==> config.mk <==
export PLATFORM = sky130hd
export DESIGN_NAME = irq_ctrl
export DESIGN_NICKNAME = d
export VERILOG_FILES = /design/src/rtl/irq_ctrl.sv
export SDC_FILE = /design/constraint.sdc
export NUM_CORES = 1
export LEC_CHECK = 0
export BUFFER_PORTS_ARGS = -buffer_cell sky130_fd_sc_hd__buf_2
export CAP_MARGIN = 20
export CORE_MARGIN = 2
export CORE_UTILIZATION = 49
export CTS_CLUSTER_SIZE = 40
export DETAILED_ROUTE_END_ITERATION = 10
export GPL_ROUTABILITY_DRIVEN = 0
export GPL_TIMING_DRIVEN = 0
export PLACE_DENSITY_LB_ADDON = 0.1
export SETUP_SLACK_MARGIN = 0.1
export SLEW_MARGIN = 20
export SYNTH_ARGS = -nofsm -noshare
export SYNTH_HDL_FRONTEND = slang
export SYNTH_SLANG_ARGS = --single-unit
==> constraint.sdc <==
create_clock -name clk -period 4.6 [get_ports clk]
set_input_delay 0.92 -clock clk [delete_from_list [all_inputs] [get_ports clk]]
set_output_delay 0.92 -clock clk [all_outputs]
set_load 0.05 [all_outputs]
==> src/rtl/irq_ctrl.sv <==
// Interrupt controller: latches, masks and prioritises NSRC sources and tracks one in-service id.
// Latency: a source change reaches HWInt/IRQ after two clock edges; Dout is combinational from Addr.
// Backpressure: none; every register access completes in its cycle and reads have no side effects.
module irq_ctrl #(
  parameter logic [31:0]     BASE     = 32'h0000_7F30,
  parameter int              NSRC     = 6,
  parameter logic [NSRC-1:0] MODE_RST = '0
) (
  input  logic            clk,
  input  logic            reset,
  input  logic [29:0]     Addr,
  input  logic            WE,
  input  logic [31:0]     Din,
  output logic [31:0]     Dout,
  input  logic [NSRC-1:0] irq_src,
  output logic [NSRC-1:0] HWInt,
  output logic            IRQ
);

  // Register window expressed as a word address, so Addr compares directly.
  localparam logic [29:0] BASE_W = BASE[31:2];
  localparam int          IDW    = 3;

  localparam logic [0:0] IDLE    = 1'b0;
  localparam logic [0:0] SERVICE = 1'b1;

  logic [NSRC-1:0] en;
  logic [NSRC-1:0] mode;
  logic [NSRC-1:0] src_q;
  logic [NSRC-1:0] edge_pend;
  logic [0:0]      state;
  logic [IDW-1:0]  srv_id;

  logic [29:0]     off;
  logic            in_win;
  logic            wr_en;
  logic            wr_mode;
  logic            wr_pend;
  logic            wr_claim;
  logic            wr_complete;

  logic [NSRC-1:0] pend;
  logic [NSRC-1:0] allow;
  logic [NSRC-1:0] elig;
  logic            valid;
  logic [IDW-1:0]  winner_id;
  logic [NSRC-1:0] rise;
  logic [NSRC-1:0] pend_w1c;
  logic [NSRC-1:0] claim_clr;
  logic [NSRC-1:0] mode_nxt;
  logic [NSRC-1:0] edge_pend_nxt;
  logic            unused_din;

  // Addresses below BASE wrap to a large offset, so one compare bounds the window.
  assign off    = Addr - BASE_W;
  assign in_win = (off < 30'd5);

  assign wr_en       = WE && in_win && (off == 30'd0);
  assign wr_mode     = WE && in_win && (off == 30'd1);
  assign wr_pend     = WE && in_win && (off == 30'd2);
  assign wr_claim    = WE && in_win && (off == 30'd3);
  assign wr_complete = WE && in_win && (off == 30'd4);

  // Only the low NSRC data bits carry register content.
  assign unused_din = ^Din[31:NSRC];

  // Edge-mode sources present their latched bit, level sources the sampled line.
  assign pend  = (mode & edge_pend) | (~mode & src_q);
  assign elig  = pend & en & allow;
  assign valid = |elig;

  // While servicing, only strictly higher-priority (lower index) sources may preempt.
  always_comb begin
    allow = '0;
    for (int i = 0; i < NSRC; i++) begin
      allow[i] = (state == IDLE) || (i < int'(srv_id));
    end
  end

  // Lowest eligible index wins.
  always_comb begin
    winner_id = '0;
    for (int i = NSRC - 1; i >= 0; i--) begin
      if (elig[i]) winner_id = IDW'(i);
    end
  end

  // Next edge-latch value: a fresh rising edge beats any clear in the same cycle, and a
  // source leaving edge mode drops its latched bit.
  always_comb begin
    rise      = irq_src & ~src_q;
    mode_nxt  = wr_mode ? Din[NSRC-1:0] : mode;
    pend_w1c  = wr_pend ? Din[NSRC-1:0] : '0;
    claim_clr = '0;
    for (int i = 0; i < NSRC; i++) begin
      claim_clr[i] = wr_claim && valid && (winner_id == IDW'(i));
    end
    edge_pend_nxt = ((edge_pend & ~(pend_w1c | claim_clr)) | (rise & mode)) & mode_nxt;
  end

  // Configuration registers, source sampling and edge latches.
  always_ff @(posedge clk or posedge reset) begin
    if (reset) begin
      en        <= '0;
      mode      <= MODE_RST;
      src_q     <= '0;
      edge_pend <= '0;
    end else begin
      if (wr_en) en <= Din[NSRC-1:0];
      mode      <= mode_nxt;
      src_q     <= irq_src;
      edge_pend <= edge_pend_nxt;
    end
  end

  // Service tracking: claim enters or preempts (single level, no stack), complete returns to idle.
  always_ff @(posedge clk or posedge reset) begin
    if (reset) begin
      state  <= IDLE;
      srv_id <= '0;
    end else if (wr_claim && valid) begin
      state  <= SERVICE;
      srv_id <= winner_id;
    end else if (wr_complete && (state == SERVICE)) begin
      state  <= IDLE;
    end
  end

  // Registered request lines toward the CPU.
  always_ff @(posedge clk or posedge reset) begin
    if (reset) begin
      HWInt <= '0;
      IRQ   <= 1'b0;
    end else begin
      HWInt <= elig;
      IRQ   <= valid;
    end
  end

  // Read mux; unmapped offsets and unused high bits read zero.
  always_comb begin
    Dout = '0;
    if (in_win) begin
      case (off[2:0])
        3'd0: Dout[NSRC-1:0] = en;
        3'd1: Dout[NSRC-1:0] = mode;
        3'd2: Dout[NSRC-1:0] = pend;
        3'd3: begin
          Dout[31]      = valid;
          Dout[IDW-1:0] = winner_id;
        end
        3'd4: begin
          Dout[31]      = (state == SERVICE);
          Dout[IDW-1:0] = srv_id;
        end
        default: Dout = '0;
      endcase
    end
  end

endmodule

==> impl_metrics.ini <==
[setup_path]
cp_slowest_cell = or4b_4
worstPathArrival_ns = 3.47
cpMostUsedCell = or4_4
crit_path_end_kind = output pin
required_ns = 3.68
worst-r2r-cell-count = 6
path_cells = buf_2 > or4_4 > or4_4 > or4b_4 > o211a_1 > and4_1 > nand3_1 > nor2_1 > clkbuf_4
startpoint_type = primary input
crit_type = in -> out
crit_fanout = 6
cpPeakStageDelay_ns = 0.56

[synthesis]
yosys.area_share.simple = 0.263
synth_fa_ha_area_frac = 0.00911
post_synth_main_area_contributors = dfrtp_1, buf_4, mux2_2, nand2_1, mux2i_1
synth-edff-count = 0
yosysUniqueCellTypes = 66
synth.area.mux_share = 0.0984
synth_compound_area_frac = 0.195
syn_inst = 312
synth_top_area_frac = 0.319
syn_area_per_cell_sq_um = 8.80
netlist_area_sq_mm = 0.00275
async_reset_ff_frac = 1.00
synth_xor_xnor_area_share = 0.00638
yosysSeqAreaShare = 0.319
ys_seq_elements = 35
synth_top_family_by_area = simple AND/OR/NAND/NOR gates
yosys.area.top_type = dfrtp_1
synth_warnings = 0
ys.flop_type = dfrtp_1

[power]
ir_drop_mv = 0.128
leakagePower_nw = 1.59
p_per_area_mw_per_mm2 = 219

[status]
status = finished clean

[die]
core_area_sq_mm = 0.00547
fp-row-count = 27
die_x_um = 78.9
io_pins = 110
dieArea_sq_mm = 0.00622
start_util = 0.502
fp.dieH_um = 78.9

[route]
wl_per_cell_um = 14.8
routed-wl-met3_um = 529
ant_nets = 0
drtPass1Iterations = 4
drc = 0
wl_met2_mm = 3.04
via_per_inst = 5.56
routedLengthMet1_mm = 3.17
vias = 2625
top_layer = met4
wl_mm = 6.96
first_iter_violations = 110

[finish]
syn_to_final_growth_pct = 21.3
fin_util = 0.609
multiInputGateArea_sq_mm = 0.00167
antenna_cells = 0
fillers = 542
seq_area_sq_um = 876
final_layout_size_suffix_gt1_frac = 0.308
most-common-layout-cells = buf_2, dfrtp_1, nand2_1, buf_4, conb_1
fin_nets = 472
final_common_cell = buf_2

[sta]
max_slew_margin = 0.503
skew_ns = 0.00183
hold_viol = 0
period_minus_slack_ns = 4.39
setup_viol = 0
timing.fmax_ghz = 0.228
rsz0062_at_grt = no
worst_pin_slew_ns = 0.743
period_share = 0.955
drv_slew = 0
holdWs_ns = 0.517

[clocking]
clk_latency_ns = 0.29
cts_sinks = 35
clock-root-buffer = clkbuf_8
htreeDepth = 2
clk_pin_slew_ns = 0.07
cts_made_buffers = 5
cts_tree = built
clk_path_buf_depth = 2
hold_buffers = 0

[global_routing]
grt_pass1_vias = 2366
antenna_found_initial = 0
grt_pass1_wl_mm = 11.5
grt_util_all_layers = 0.237
grt_overflow = 0
grt_start_max_net_pins = 36

[placement]
detailed_place_hpwl_mm = 5.42
port_buffers = 55

[run]
drv_cap = 0

[min_path]
hp-class = reg -> reg
holdPathStages = 1
Yosys cell counts, types with 2 or more instances:
master    count
nor4_1        4
nor3b_1       3
a211oi_1      8
or4_4         2
nand3b_1      3
a22oi_1       6
nor2_1       20
dfrtp_1      35
buf_4        26
xor2_1        2
and3_1        4
mux2i_1       9
nand4_1       5
a21oi_1      13
o211ai_1      3
nand3_1       8
and4b_1       2
and4_1        5
inv_1        18
and2_1        4
nor2b_1       6
mux4_2        2
or3_1         2
mux2_2       11
or4b_4        2
nor3_1        9
ha_1          2
o31a_1        2
nand2_2       3
nor4b_1       2
o31ai_1       2
clkbuf_1      7
a21boi_0      2
o22ai_1       3
nand2b_1      3
o21ai_0      12
nand2_1      28
a31oi_1       6
kinds of logic after synthesis:
family                   count (synthesis)
AO/OA/AOI/OAI                           73
XOR/XNOR                                 2
adder cells (fa/ha/maj)                  2
buffers and inverters                   53
flip-flops                              35
multiplexers                            23
other                                    1
AND/OR/NAND/NOR                        123
through the flow:
stage | setup TNS (ns) | total power, mW | instance area, sq um | instances | setup slack, ns
5_1_grt | 0 | 0.765 | 3330 | 472 | 0.100
3_3_place_gp | -0.141 | 0.481 | 3200 | 463 | -0.0798
3_5_place_dp | -0.264 | 0.482 | 3200 | 463 | -0.115
6_report | 0 | 0.729 | 3330 | 472 | 0.207
4_1_cts | 0 | 0.733 | 3310 | 471 | 0.145
2_1_floorplan | 0 | 0.439 | 2840 | 336 | 0.0134
critical path: cells and delay by family:
kind,cells,cell delay (ns)
AND/OR/NAND/NOR,6,2.04
AO/OA/AOI/OAI,1,0.16
buffers and inverters,2,0.34
state kept, by name (all words and copies together) (netlist names):
signal / cells
state: 1
IRQ: 1
edge_pend: 6
HWInt: 6
srv_id: 3
src_q: 6
en: 6
mode: 6
metal layers:
metal	GRT usage	vias up
li1	-	1287
met1	0.344	1202
met2	0.344	116
met3	0.0455	20
met4	0.102	0
met5	0	-
worst paths after layout:
check	from	end	slack (ns)
min in group asynchronous	reset	edge_pend[4]$_DFF_PP0_	0.75
max	Addr[15]	Dout[4]	0.21
min reg2reg	en[0]$_DFFE_PP0P_	en[0]$_DFFE_PP0P_	0.52
max reg2reg	srv_id[1]$_DFFE_PP0P_	srv_id[1]$_DFFE_PP0P_	1.87
min	en[0]$_DFFE_PP0P_	en[0]$_DFFE_PP0P_	0.52
max in group asynchronous	reset	edge_pend[0]$_DFF_PP0_	3.39
report_power, final:
part	internal, mW	switching (mW)
logic	0.0546	0.112
clock network	0.136	0.114
registers	0.311	0.00189
total	0.502	0.227
layout make-up:
class / count / share of cell area
clock inverter: 1 / 0.00225
inverter: 18 / 0.0203
timing repair buffer: 56 / 0.0872
sequential: 35 / 0.263
clock buffer: 7 / 0.0289
buffer: 35 / 0.0702
multi-input combinational: 248 / 0.501
tap: 72 / 0.0270
what timing repair did:
item                       4_1_cts  5_1_grt
resized for setup                2        6
setup buffers                    0        1
pin swaps                        0        1
cloned                           0        0
setup endpoints to repair        7        3
Note: power is estimated with default switching activity, not from simulation.
